### config.mk
export PLATFORM = sky130hd
export DESIGN_NAME = gpu_pixel_writer
export DESIGN_NICKNAME = d
export VERILOG_FILES = /design/src/rtl/gpu_pixel_writer_pkg.sv /design/src/rtl/gpu_pixel_fifo.sv /design/src/rtl/gpu_pixel_writer.sv
export SDC_FILE = /design/constraint.sdc
export NUM_CORES = 1
export LEC_CHECK = 0
export CORE_ASPECT_RATIO = 1.4
export CORE_MARGIN = 2
export CORE_UTILIZATION = 45
export CTS_CLUSTER_SIZE = 12
export DETAILED_ROUTE_END_ITERATION = 10
export PLACE_DENSITY = 0.72
export SLEW_MARGIN = 20
export SYNTH_ARGS = -nofsm -noshare
export SYNTH_HDL_FRONTEND = slang
export SYNTH_SLANG_ARGS = --single-unit
### constraint.sdc
create_clock -name clk -period 13.1 [get_ports clk]
set_input_delay 3.93 -clock clk [delete_from_list [all_inputs] [get_ports clk]]
set_output_delay 3.93 -clock clk [all_outputs]
set_load 0.02 [all_outputs]
### src/rtl/gpu_pixel_writer_pkg.sv
// Shared framebuffer geometry, pixel entry type and address helper for the
// pixel writer and its FIFO.

`ifndef GPU_DEFINITIONS_VH
`define GPU_DEFINITIONS_VH
`define WIDTH        640
`define HEIGHT       480
`define WIDTH_BITS   10
`define HEIGHT_BITS  9
`define CHANNEL_BITS 8
`define PIXEL_BITS   24
`define ADDR_BITS    19
`endif

package gpu_pixel_writer_pkg;

  localparam int X_W     = `WIDTH_BITS;
  localparam int Y_W     = `HEIGHT_BITS;
  localparam int CH_W    = `CHANNEL_BITS;
  localparam int ADDR_W  = `ADDR_BITS;
  localparam int PIXEL_W = `PIXEL_BITS;

  // Coordinates at or beyond these limits are off-screen (includes the sentinel).
  localparam logic [X_W-1:0] X_LIMIT = X_W'(`WIDTH);
  localparam logic [Y_W-1:0] Y_LIMIT = Y_W'(`HEIGHT);

  typedef struct packed {
    logic [ADDR_W-1:0]  addr;
    logic [PIXEL_W-1:0] data;
  } pixel_t;

  // Linear address Y*WIDTH+X, every operand widened to the full address width.
  function automatic logic [ADDR_W-1:0] linear_addr(input logic [X_W-1:0] x,
                                                    input logic [Y_W-1:0] y);
    return ADDR_W'(y) * ADDR_W'(`WIDTH) + ADDR_W'(x);
  endfunction

endpackage

### src/rtl/gpu_pixel_fifo.sv
// Show-ahead synchronous FIFO: one write port, one read port, occupancy count.
// A push while full is accepted only if a pop happens on the same edge.

module gpu_pixel_fifo #(
  parameter int DEPTH  = 8,
  parameter int DATA_W = 8
) (
  input  logic                       clk,
  input  logic                       rst,
  input  logic                       push,
  input  logic [DATA_W-1:0]          wdata,
  input  logic                       pop,
  output logic [DATA_W-1:0]          rdata,
  output logic                       full,
  output logic                       empty,
  output logic [$clog2(DEPTH+1)-1:0] count
);

  localparam int PTR_W = $clog2(DEPTH);
  localparam int CNT_W = $clog2(DEPTH+1);

  logic [DATA_W-1:0] mem [DEPTH];
  logic [PTR_W-1:0]  wr_ptr;
  logic [PTR_W-1:0]  rd_ptr;
  logic              do_push;
  logic              do_pop;

  assign empty   = (count == '0);
  assign full    = (count == CNT_W'(DEPTH));
  assign do_pop  = pop && !empty;
  assign do_push = push && (!full || do_pop);
  assign rdata   = mem[rd_ptr];

  // Storage array written on accepted pushes.
  // NOTE: the data array has no reset; only pointers and count decide what is valid.
  always_ff @(posedge clk) begin
    if (do_push) mem[wr_ptr] <= wdata;
  end

  // Pointers and occupancy; pointers wrap naturally because DEPTH is a power of two.
  // NOTE: sequential state uses non-blocking assignments so every register samples pre-edge values.
  always_ff @(posedge clk or posedge rst) begin
    if (rst) begin
      wr_ptr <= '0;
      rd_ptr <= '0;
      count  <= '0;
    end else begin
      if (do_push) wr_ptr <= wr_ptr + PTR_W'(1);
      if (do_pop)  rd_ptr <= rd_ptr + PTR_W'(1);
      case ({do_push, do_pop})
        2'b10:   count <= count + CNT_W'(1);
        2'b01:   count <= count - CNT_W'(1);
        default: count <= count;
      endcase
    end
  end

endmodule

### src/rtl/gpu_pixel_writer.sv
// Turns the per-cycle coordinate stream of the circle filler into ordered
// framebuffer writes: validity and duplicate filter, address/colour stage,
// pixel FIFO, and a request/acknowledge output stage.

module gpu_pixel_writer
  import gpu_pixel_writer_pkg::*;
#(
  parameter int FIFO_DEPTH = 8
) (
  input  logic                            clk,
  input  logic                            rst,
  input  logic [X_W-1:0]                  X_i,
  input  logic [Y_W-1:0]                  Y_i,
  input  logic [CH_W-1:0]                 r_i,
  input  logic [CH_W-1:0]                 g_i,
  input  logic [CH_W-1:0]                 b_i,
  output logic                            mem_req_o,
  input  logic                            mem_ack_i,
  output logic [ADDR_W-1:0]               mem_addr_o,
  output logic [PIXEL_W-1:0]              mem_data_o,
  output logic [$clog2(FIFO_DEPTH+1)-1:0] fifo_count_o,
  output logic                            overflow_o,
  output logic                            idle_o
);

  typedef enum logic {ST_IDLE, ST_REQ} state_t;

  state_t         state;
  logic           in_valid;
  logic           is_dup;
  logic           filt_valid;
  logic [X_W-1:0] last_x;
  logic [Y_W-1:0] last_y;
  logic           s1_valid;
  pixel_t         s1_pix;
  pixel_t         head;
  logic           fifo_full;
  logic           fifo_empty;
  logic           fifo_pop;

  assign in_valid = (X_i < X_LIMIT) && (Y_i < Y_LIMIT);
  assign is_dup   = filt_valid && (X_i == last_x) && (Y_i == last_y);

  // The head leaves the FIFO when the output register is free or being acknowledged.
  assign fifo_pop = !fifo_empty && ((state == ST_IDLE) || mem_ack_i);

  assign idle_o = !s1_valid && fifo_empty && (state == ST_IDLE);

  // Duplicate filter and stage 1: register address and packed colour of accepted samples.
  always_ff @(posedge clk or posedge rst) begin
    if (rst) begin
      filt_valid <= 1'b0;
      last_x     <= '0;
      last_y     <= '0;
      s1_valid   <= 1'b0;
      s1_pix     <= '0;
    end else begin
      filt_valid <= in_valid;
      if (in_valid) begin
        last_x <= X_i;
        last_y <= Y_i;
      end
      s1_valid    <= in_valid && !is_dup;
      s1_pix.addr <= linear_addr(X_i, Y_i);
      s1_pix.data <= {r_i, g_i, b_i};
    end
  end

  gpu_pixel_fifo #(
    .DEPTH  (FIFO_DEPTH),
    .DATA_W ($bits(pixel_t))
  ) u_fifo (
    .clk   (clk),
    .rst   (rst),
    .push  (s1_valid),
    .wdata (s1_pix),
    .pop   (fifo_pop),
    .rdata (head),
    .full  (fifo_full),
    .empty (fifo_empty),
    .count (fifo_count_o)
  );

  // Sticky drop flag: stage-1 entry lost because the FIFO was full with no same-edge pop.
  always_ff @(posedge clk or posedge rst) begin
    if (rst) begin
      overflow_o <= 1'b0;
    end else if (s1_valid && fifo_full && !fifo_pop) begin
      overflow_o <= 1'b1;
    end
  end

  // Output FSM: hold address/data while requesting, reload from the FIFO on acknowledge.
  always_ff @(posedge clk or posedge rst) begin
    if (rst) begin
      state      <= ST_IDLE;
      mem_req_o  <= 1'b0;
      mem_addr_o <= '0;
      mem_data_o <= '0;
    end else begin
      case (state)
        ST_IDLE: begin
          if (!fifo_empty) begin
            state      <= ST_REQ;
            mem_req_o  <= 1'b1;
            mem_addr_o <= head.addr;
            mem_data_o <= head.data;
          end
        end
        ST_REQ: begin
          if (mem_ack_i) begin
            if (!fifo_empty) begin
              mem_addr_o <= head.addr;
              mem_data_o <= head.data;
            end else begin
              state     <= ST_IDLE;
              mem_req_o <= 1'b0;
            end
          end
        end
        default: begin
          state     <= ST_IDLE;
          mem_req_o <= 1'b0;
        end
      endcase
    end
  end

endmodule

## Yosys cells after proc, flatten, opt, wreduce, memory -nomap -nowiden

Memories as Yosys holds them, arrays and structs flattened.
Cells that the tools add are included.

- ROM bits: 0
- Output and inout bits: 50
- Memories: 1
- Memory bits (writable): 344
- Bits in latches: 0
- Flip-flop bits (word level): 120
- Word-level logic and storage cells: 69
- Bits of input ports: 46

Memories:

| name | depth | bits a word | rd ports | clocked after memory_dff | wr ports | RTL line | text |
|---|---|---|---|---|---|---|---|
| u_fifo.mem | 8 | 43 | 1 | 0 | 1 | gpu_pixel_fifo.sv:22 | `logic [DATA_W-1:0] mem [DEPTH];` |

- Bitwise gates (word level): 1
- Reduce and logical (&&, ||, !) cells: 21
- $add $sub $neg: 5
- Shift operators: 0
- Divide/modulo/power cells: 0
- Mux-type cells: 16
- $mul: 1
- Equality and inequality tests: 8
- $lt $le $gt $ge: 2

Operators by type and width:

| cell | number |
|---|---|
| $mux W24 | 2 |
| $pmux W24 S2 | 1 |
| $mux W19 | 2 |
| $pmux W19 S2 | 1 |
| $add A19 B10 Y19 | 1 |
| $mul A9 B3 Y12 const B | 1 |
| $logic_and A1 B1 Y1 | 11 |
| $eq A10 B10 Y1 | 1 |
| $lt A10 B10 Y1 const B | 1 |
| $eq A9 B9 Y1 | 1 |
| $lt A9 B9 Y1 const B | 1 |
| $pmux W4 S2 | 1 |
| $mux W1 | 7 |
| $add A3 B1 Y3 const B | 2 |
| $logic_not A1 Y1 | 5 |
| $add A4 B1 Y4 const B | 1 |
| $eq A4 B4 Y1 const B | 1 |
| $logic_not A4 Y1 | 1 |
| $ne A2 B2 Y1 const B | 2 |
| $pmux W1 S2 | 2 |
| $sub A4 B1 Y4 const B | 1 |
| $reduce_and A3 Y1 | 1 |
| $eq A2 B1 Y1 const B | 1 |
| $eq A2 B2 Y1 const B | 1 |
| other kinds (4) | 5 |

## Depth between registers and ports, before layout

Gate-level depths: netlist of run 1.

- Depth after elaboration: 8
- Mapped depth: 10
- Mapped depth without buffers: 10

## Hierarchy

From an unflattened synthesis of run 1, not the netlist that was laid out.

- Cell total of the unflattened synthesis: 898
- Area, all modules: 18126.1 sq um

By module, submodules not included:

| module | sequential area each (sq um) | instances | area each (sq um) | cells an instance |
|---|---|---|---|---|
| gpu_pixel_fifo | 10580.1 | 1 | 13723.2 | 570 |
| gpu_pixel_writer | 2752.6 | 1 | 4403.0 | 328 |

## Worst setup path before layout of run 1

Ideal clock, no wire load.

- Kind: in2reg
- Start: in mem_ack_i
- End: mem u_fifo.mem[0][0] (netlist name), enable pin
- Path buffers: 0
- Slack: 4.197 ns
- Library setup time: 0.550 ns
- Arrival time: 8.352 ns
- Cell stages on the path: 4
- Data required time: 12.550 ns
- Cell sequence: nor2b_1 -> nand3_1 -> nand2_1 -> nor4_1

- Cells in the longest elaborated chain, start to end: 7

Ends and longest elaborated chain:

| item | RTL line | text |
|---|---|---|
| start, declared | gpu_pixel_writer.sv:18 | `input logic mem_ack_i,` |
| $logic_or A1 B1 Y1 | gpu_pixel_writer.sv:45 | `assign fifo_pop = !fifo_empty && ((state == ST_IDLE) \|\| mem_ack_i);` |
| $logic_and A1 B1 Y1 | gpu_pixel_writer.sv:45 |  |
| $logic_and A1 B1 Y1 | gpu_pixel_fifo.sv:30 | `assign do_pop = pop && !empty;` |
| $logic_or A1 B1 Y1 | gpu_pixel_fifo.sv:31 | `assign do_push = push && (!full \|\| do_pop);` |
| $logic_and A1 B1 Y1 | gpu_pixel_fifo.sv:31 |  |
| $mux W1 | gpu_pixel_fifo.sv:37 | `if (do_push) mem[wr_ptr] <= wdata;` |
| $mux W1 (implied by the code) | gpu_pixel_fifo.sv:37 |  |
| end, declared | gpu_pixel_fifo.sv:22 |  |

No other way between the ends.

## Worst setup path after layout of run 1

- Start: in Y_i[1]
- End: reg s1_pix[41] (netlist name)

- Cells in the longest elaborated chain, start to end: 2

Ends and longest elaborated chain:

| item | RTL line | text |
|---|---|---|
| start, declared | gpu_pixel_writer.sv:13 | `input logic [Y_W-1:0] Y_i,` |
| $mul A9 B3 Y12 | gpu_pixel_writer_pkg.sv:35 | `` return ADDR_W'(y) * ADDR_W'(`WIDTH) + ADDR_W'(x); `` |
| $add A19 B10 Y19 | gpu_pixel_writer_pkg.sv:35 |  |
| end, declared | gpu_pixel_writer.sv:35 | `pixel_t s1_pix;` |

No other way between the ends.
A chain may end at the register's enable or synchronous reset.

==> reports/metrics.yaml, run 1 <==
status: "completed"
cp-end-kind: "flip-flop"
nets: 1111
grt_pass1_vias: 9052
grt-ovfl-total: 0
worstPathMaxFanout: 4
leakage_nw: 7.23
timing.fmax_ghz: 0.161
synthArstFlopShare: 0.259
cp.arrival_ps: 6620
synth_cell_types: 43
final_antenna_net_count: 0
hold_path.class: "flip-flop to flip-flop"
die_w_um: 172
period_minus_slack_ps: 6200
max_stage_delay_ps: 490
ctsLongestPathBuffers: 3
drv_slew: 0
cts_tree: "built"
syn-num-nets: 992
clkPwrFrac: 0.268
vias_per_cell: 5.22
power.share.switching: 0.292
slew_headroom: 0.310
rows: 86
ioPinCount: 96
cp-start-kind: "primary input"
diodes: 0
setup_violations: 0
worst-setup-path-type: "primary input to flip-flop"
ys_seq_elements: 464
grtUsageTotal: 0.162
p_per_area_mw_per_mm2: 220
syn2layout_area_growth_pct: 16.6
postCtsSetupBuffers: 0
clock_sinks: 464
cts_hold_buf: 0
cp_cell_sequence: "clkdlybuf4s50_1 -> ha_1 -> ha_1 -> fa_1 -> a21oi_1 -> nor2_1 -> a211oi_2 -> xnor2_1 -> nand4_1 -> xor2_1"
die_h_um: 239
grt_max_degree: 91
drc: 0
h-tree-depth: 2
core_area_mm2: 0.0392
cp_slowest_cell: "clkdlybuf4s50_1"
hold_viol: 0
path_common_cell: "ha_1"
final_util: 0.528
grt_pass1_wl_um: 50300
synth_flop_cell: "edfxtp_1"
met3_length_um: 1320
worst_pin_slew_ps: 1030
hpwl_um: 17400
path_clk_slew_ps: 60
clock-root-buffer: "clkbuf_16"
internal_power_w: 0.00322
m1WireLength_um: 13000
die_area_mm2: 0.0411
critPathRequiredTime_ps: 13520
p_seq_frac: 0.468
fin_crit_sh: 0.474
synth_area_mm2: 0.0177
num_vias: 8377
ctsResizeCount: 0
antenna_found_initial: 0
wl_um: 32200
clk_latency_ps: 550
drive_gt1_frac: 0.162
cap_violations: 0
top_layer: "met4"
pwr-share-comb: 0.265
fin_setup_tns_ps: 0
syn_avg_cell_area_um2: 19.3
initial_utilization: 0.453
rsz0062_at_grt: "false"
finClkSkew_ps: 15.4
synth_edf_count: 344
peakVddDrop_v: 0.000136
drt_first_iter_violations: 490
cts_buffers: 46
yosys_warnings: 0
io_buffers: 95
p_sw_w: 0.00133
yosysSeqAreaShare: 0.752
place.gp.congestion: 0.738
wl_met2_um: 17200
synthCells: 921
dr.pass1.iters: 5
hold_slack_ps: 463
wire_per_inst_um: 20.0
registers in the layout, summed over array words and instances (netlist names), 4 cells and up:
register and count:
u_fifo.count 4, u_fifo.mem 344, last_y 9, mem_data_o 24, mem_addr_o 19, last_x 10, s1_pix 43
stage by stage:
step / cell area (um2) / power, W / setup WS (ps) / instances
floorplan: 17700 / 0.00297 / 4200 / 921
finish: 20700 / 0.00455 / 6900 / 1605
global placement: 19300 / 0.00334 / 6390 / 1519
global route: 20700 / 0.00477 / 6710 / 1605
detailed placement: 19300 / 0.00338 / 6340 / 1519
CTS: 20700 / 0.00461 / 6870 / 1604
cell type report:
| type | count | area (um2) |
|---|---|---|
| clock inverters | 6 | 27.5 |
| repair buffers | 108 | 1070 |
| inverters | 13 | 56.3 |
| fillers | 3129 | 18500 |
| clock buffers | 79 | 1370 |
| multi-input cells | 407 | 4160 |
| well taps | 528 | 661 |
| flip-flops and latches | 464 | 13300 |
synthesized netlist by cell type, types with 7 or more instances:
master,count,share of area
buf_2,10,0.0028
nor2_1,52,0.011
inv_1,12,0.0025
nand4_1,7,0.0025
a21oi_1,50,0.014
edfxtp_1,344,0.58
dfrtp_1,120,0.17
nand2_1,53,0.011
ha_1,22,0.016
nor3_1,8,0.0023
clkbuf_1,13,0.0028
mux2i_1,44,0.025
xnor2_1,35,0.017
mux4_2,86,0.11
kinds of logic after synthesis:
logic type	count (synthesis)	synth area share
compound gates	74	0.0246
buf+inv	50	0.0168
simple gates	136	0.0329
flops	464	0.752
xor+xnor	41	0.0207
mux	131	0.135
fa+ha+maj	25	0.0189
worst max-delay path, delay by kind of cell:
family	cells	cell delay, ps
adder cells (fa/ha/maj)	3	1010
AO/OA/AOI/OAI	2	520
buffers and inverters	1	490
XOR/XNOR	2	400
AND/OR/NAND/NOR	2	270
final timing paths:
check,from,end,slack (ps),cells past startpoint
min,state,mem_req_o,460,1
max,Y_i[1],s1_pix[41],6900,10
min in group asynchronous,rst,last_x[1],3880,2
max reg2reg,u_fifo.rd_ptr[0],mem_addr_o[2],10160,5
max in group asynchronous,rst,mem_addr_o[9],8130,3
min reg2reg,state,mem_req_o,460,1
power groups by stage:
stage	clock, W	combinational, W	sequential, W
after global routing	0.00130	0.00131	0.00216
final	0.00122	0.00120	0.00213
after floorplan	0	0.000828	0.00214
after CTS	0.00125	0.00120	0.00216
after detailed placement	0	0.00119	0.00219
after global placement	0	0.00117	0.00217
layout by cell type, fill, tap and decap left out, types with 7 or more instances in the layout:
master / instances
edfxtp_1: 344
dfrtp_1: 117
clkdlybuf4s50_1: 95
mux4_2: 86
nand2_1: 53
a21oi_1: 50
nor2_1: 49
clkbuf_16: 49
mux2i_1: 44
xnor2_1: 35
clkbuf_1: 27
ha_1: 22
buf_4: 12
inv_1: 11
nand4_1: 7
metal layers:
metal,global-route usage,vias up
li1,-,3811
met1,0.199,4339
met2,0.293,178
met3,0.0257,49
met4,0.0474,0
met5,0,-
Power figures use the tool's default switching activity.
==> inputs of run 2 (changes only) <==
Settings changed: PLACE_DENSITY 0.72 to 0.74.
Clock period 13.1 ns to 5.4 ns, I/O delays scaled along.
==> run 2 against run 1 <==
  * Flip-flop and latch count unchanged
  * Combinational power is 140% higher
  * Sequential power up 150%
  * Clock power up 150%
  * Core utilization increased by 0.061 points
  * Via count up 1.2%
  * Total power is 140% higher
  * Worst hold slack gained 8.5 ps
  * Largest cell class unchanged
  * Largest power group unchanged
  * Highest routed layer unchanged
==> reports/metrics.yaml, run 2 (synthesized netlist as in run 1, its figures left out) <==
status: "completed"
hpwl_um: 17600
grt_max_degree: 90
final_util: 0.529
path_clk_slew_ps: 60
final_antenna_net_count: 0
io_buffers: 95
period_minus_slack_ps: 3990
h-tree-depth: 2
vias_per_cell: 5.28
cp.arrival_ps: 2370
die_w_um: 172
cp-start-kind: "flip-flop"
clock_sinks: 464
drt_first_iter_violations: 497
grtUsageTotal: 0.163
peakVddDrop_v: 0.000276
timing.fmax_ghz: 0.251
clock-root-buffer: "clkbuf_16"
post-place-cells: 1521
setup_violations: 0
p_per_area_mw_per_mm2: 534
critPathLaunch: "u_fifo.count[0]"
ctsLongestPathBuffers: 3
worst-setup-path-type: "flip-flop to primary output"
rows: 86
worstReg2RegEnd: "mem_data_o[20]"
postCtsSetupBuffers: 0
hold_path.class: "flip-flop to flip-flop"
fin_crit_sh: 0.739
die_h_um: 239
layout_commonest_cell: "edfxtp_1"
worstPathMaxFanout: 6
syn2layout_area_growth_pct: 16.8
grt_pass1_vias: 9140
grt-ovfl-total: 0
layout_setup_ws_ps: 1410
final_cell_mix: "344 x edfxtp_1, 117 x dfrtp_1, 95 x clkdlybuf4s50_1, 86 x mux4_2, 53 x nand2_1"
core_area_mm2: 0.0392
ioPinCount: 96
top_register: "u_fifo.mem"
reg2reg_depth: 4
reg.largest.list: "u_fifo.mem (344), s1_pix (43), mem_data_o (24)"
hold_viol: 0
drv_slew: 0
place.gp.congestion: 0.779
wire_per_inst_um: 20.1
layout.cells.non_filler: 1606
die_area_mm2: 0.0411
drive_gt1_frac: 0.161
largest_register_ffs: 344
ctsResizeCount: 0
dp_slack_ps: 1040
num_vias: 8475
grt_pass1_wl_um: 50900
worst_pin_slew_ps: 951
clk_latency_ps: 540
initial_utilization: 0.453
cp-end-kind: "primary output"
slew_headroom: 0.366
finClkSkew_ps: 16.5
antenna_found_initial: 0
r2r_setup_slack_ps: 2690
critPathRequiredTime_ps: 3780
dr.pass1.iters: 5
cap_violations: 0
r2r-start: "u_fifo.rd_ptr[0]"
drc: 0
diodes: 0
rsz0062_at_grt: "false"
cts_tree: "built"
leakage_nw: 7.23
wl_um: 32400
worstSetupEndpoint: "idle_o"
fin_setup_tns_ps: 0
nets: 1112
cts_hold_buf: 0
cts_buffers: 46
run 2: changes by cell type in the layout (fill, tap and decap cells not counted), moves of 2 or more:
cell / delta
clkbuf_8: -3
buf_4: +2
bufinv_16: +2
clkbuf_1: +2
run 2: cell type report:
type | instances | area (um2)
Fill cell | 3111 | 18500
Timing Repair Buffer | 109 | 1060
Multi-Input combinational cell | 407 | 4180
Clock buffer | 78 | 1340
Tap cell | 528 | 661
Inverter | 13 | 56.3
Sequential cell | 464 | 13300
Clock inverter | 7 | 82.6
run 2: layer usage:
| layer | up-vias | routed length, um | part of all wire | track usage |
|---|---|---|---|---|
| li1 | 3806 | - | - | - |
| met1 | 4414 | 12600 | 0.39 | 0.201 |
| met2 | 203 | 17500 | 0.54 | 0.291 |
| met3 | 52 | 1590 | 0.049 | 0.0310 |
| met4 | 0 | 711 | 0.022 | 0.0497 |
| met5 | - | 0 | 0 | 0 |
run 2: report_power, final:
| group | internal [W] | switching [W] |
|---|---|---|
| logic | 0.00143 | 0.00140 |
| registers | 0.00465 | 0.000575 |
| clock network | 0.00177 | 0.00124 |
run 2: worst max-delay path, cell delays in order, from the launching register on:
cell	delay, ps
dfrtp_1	460
nor3_1	320
nand2b_1	120
nor3_1	260
clkdlybuf4s50_1	680
run 2: worst min-delay path by stage:
stage / cells after the start / to / slack, ps / startpoint
detailed placement: 1 / mem_req_o / 470 / state
CTS: 1 / mem_req_o / 470 / state
floorplan: 1 / mem_req_o / 430 / state
finish: 1 / mem_req_o / 470 / state
global placement: 1 / mem_req_o / 460 / state
global route: 1 / mem_req_o / 510 / state
run 2: stage by stage:
step,hold slack (ps),power [W],cell area (um2)
after floorplan,433,0.00720,17800
after global placement,461,0.00812,19300
after detailed placement,468,0.00820,19300
after CTS,474,0.0112,20700
after global routing,514,0.0116,20700
final,471,0.0111,20700
==> inputs of run 3 (changes only) <==
Clock period 5.4 ns to 3.2 ns, I/O delays scaled along.
==> run 3 against run 2 <==
  * Combinational power rose by 87%
  * First-iteration DRC count rose by 2.8%
  * Cell area increased by 2.6%
  * Critical path depth is 6 higher
  * Register-to-register slack got worse by 1800 ps
  * Sequential share of layout area decreased by 1.6 points
  * Sequential power grew 65%
  * Critical path type is now primary input to flip-flop
==> reports/metrics.yaml, run 3 (synthesized netlist as in run 1, its figures left out) <==
status: "completed"
setup_violations: 0
peakVddDrop_v: 0.000478
clock-root-buffer: "clkbuf_16"
layout_setup_ws_ps: 214
h-tree-depth: 2
antenna_found_initial: 0
drv_slew: 0
largest_register_ffs: 344
cp_top_family: "adder cells"
num_vias: 8640
ioPinCount: 96
cp-end-kind: "flip-flop"
clk_latency_ps: 570
fin_crit_sh: 0.933
path_clk_slew_ps: 60
hold_slack_ps: 475
final_util: 0.542
critPathRequiredTime_ps: 3630
grtUsageTotal: 0.166
max_stage_delay_ps: 460
wl_um: 33100
cts_buffers: 46
timing.fmax_ghz: 0.335
fillers: 3074
worstPathMaxFanout: 3
reg.largest.list: "u_fifo.mem (344), s1_pix (43), mem_data_o (24)"
final_antenna_net_count: 0
grt-ovfl-total: 0
core_area_mm2: 0.0392
grt_pass1_wl_um: 51600
cp-start-kind: "primary input"
whs_endpoint: "mem_req_o"
cp_cell_sequence: "clkdlybuf4s50_1 -> ha_1 -> ha_1 -> fa_1 -> a21oi_2 -> nor2_1 -> a211oi_2 -> xnor2_1 -> nand4_1 -> xor2_1"
layout_commonest_cell: "edfxtp_1"
grt_max_degree: 90
path_common_cell: "ha_1"
die_h_um: 239
cap_violations: 0
multi_input_area_mm2: 0.00421
cts_tree: "built"
ctsLongestPathBuffers: 3
nets: 1154
hpwl_um: 20200
dpl_cell_area_mm2: 0.0199
place.gp.congestion: 0.779
r2r-start: "u_fifo.count[1]"
final_cell_mix: "344 x edfxtp_1, 117 x dfrtp_1, 94 x clkdlybuf4s50_1, 86 x mux4_2, 53 x nand2_1"
hold_path.class: "flip-flop to flip-flop"
worst-path-buf-inv: 1
period_minus_slack_ps: 2990
worstReg2RegEnd: "u_fifo.count[3]"
leakage_nw: 7.51
die_w_um: 172
worst_pin_slew_ps: 879
hp-start: "state"
rsz0062_at_grt: "false"
hold_depth: 1
worst-setup-path-type: "primary input to flip-flop"
drive_gt1_frac: 0.194
hold_viol: 0
reg2reg_depth: 9
initial_utilization: 0.453
dp_slack_ps: -387
seqCellArea_mm2: 0.0133
top_register: "u_fifo.mem"
clock_sinks: 464
diodes: 0
fin_area_mm2: 0.0212
die_area_mm2: 0.0411
cts_hold_buf: 0
rows: 86
grt_pass1_vias: 9075
syn2layout_area_growth_pct: 19.7
cp_slowest_cell: "fa_1"
r2r_setup_slack_ps: 860
p_per_area_mw_per_mm2: 890
vias_per_cell: 5.24
wire_per_inst_um: 20.1
io_buffers: 95
dr.pass1.iters: 4
finClkSkew_ps: 26.7
slew_headroom: 0.414
drc: 0
drt_first_iter_violations: 511
cp.arrival_ps: 3410
==> run 3: routing by layer <==
metal / track usage / up-vias / share of wire
met5: 0 / - / 0
met4: 0.0588 / 0 / 0.028
met3: 0.0267 / 58 / 0.042
met2: 0.294 / 208 / 0.53
met1: 0.206 / 4461 / 0.40
li1: - / 3913 / -
==> run 3: area by class of cell <==
class,count,area share
Clock inverter,11,0.00554
Multi-Input combinational cell,407,0.198
Tap cell,528,0.0311
Timing Repair Buffer,151,0.0753
Clock buffer,75,0.0593
Sequential cell,464,0.628
Inverter,13,0.00259
==> run 3: what timing repair did <==
| item | CTS | global route |
|---|---|---|
| buffers inserted | 0 | 0 |
| resized for setup | 1 | 2 |
| endpoints found under the setup margin | 1 | 3 |
==> run 3: worst max-delay path by stage <==
stage	from	endpoint	slack, ps	cells past startpoint
after global placement	Y_i[1]	s1_pix[41]	-310	10
after global routing	Y_i[1]	s1_pix[41]	60	10
after floorplan	mem_ack_i	u_fifo.mem[7][0]	-790	6
after CTS	u_fifo.count[1]	idle_o	20	4
after detailed placement	Y_i[1]	s1_pix[41]	-390	10
final	Y_i[1]	s1_pix[41]	210	10
==> run 3: power by group <==
part / switching, W / total, W / internal, W
clock network: 0.00217 / 0.00497 / 0.00280
logic: 0.00266 / 0.00532 / 0.00267
registers: 0.000785 / 0.00861 / 0.00783
total: 0.00561 / 0.0189 / 0.0133
==> run 3: stage by stage <==
stage	TNS (ps)	cells	total power, W
2_1_floorplan	-103360	921	0.0122
3_3_place_gp	-1020	1563	0.0140
3_5_place_dp	-1450	1563	0.0142
4_1_cts	0	1649	0.0192
5_1_grt	0	1649	0.0198
6_report	0	1649	0.0189
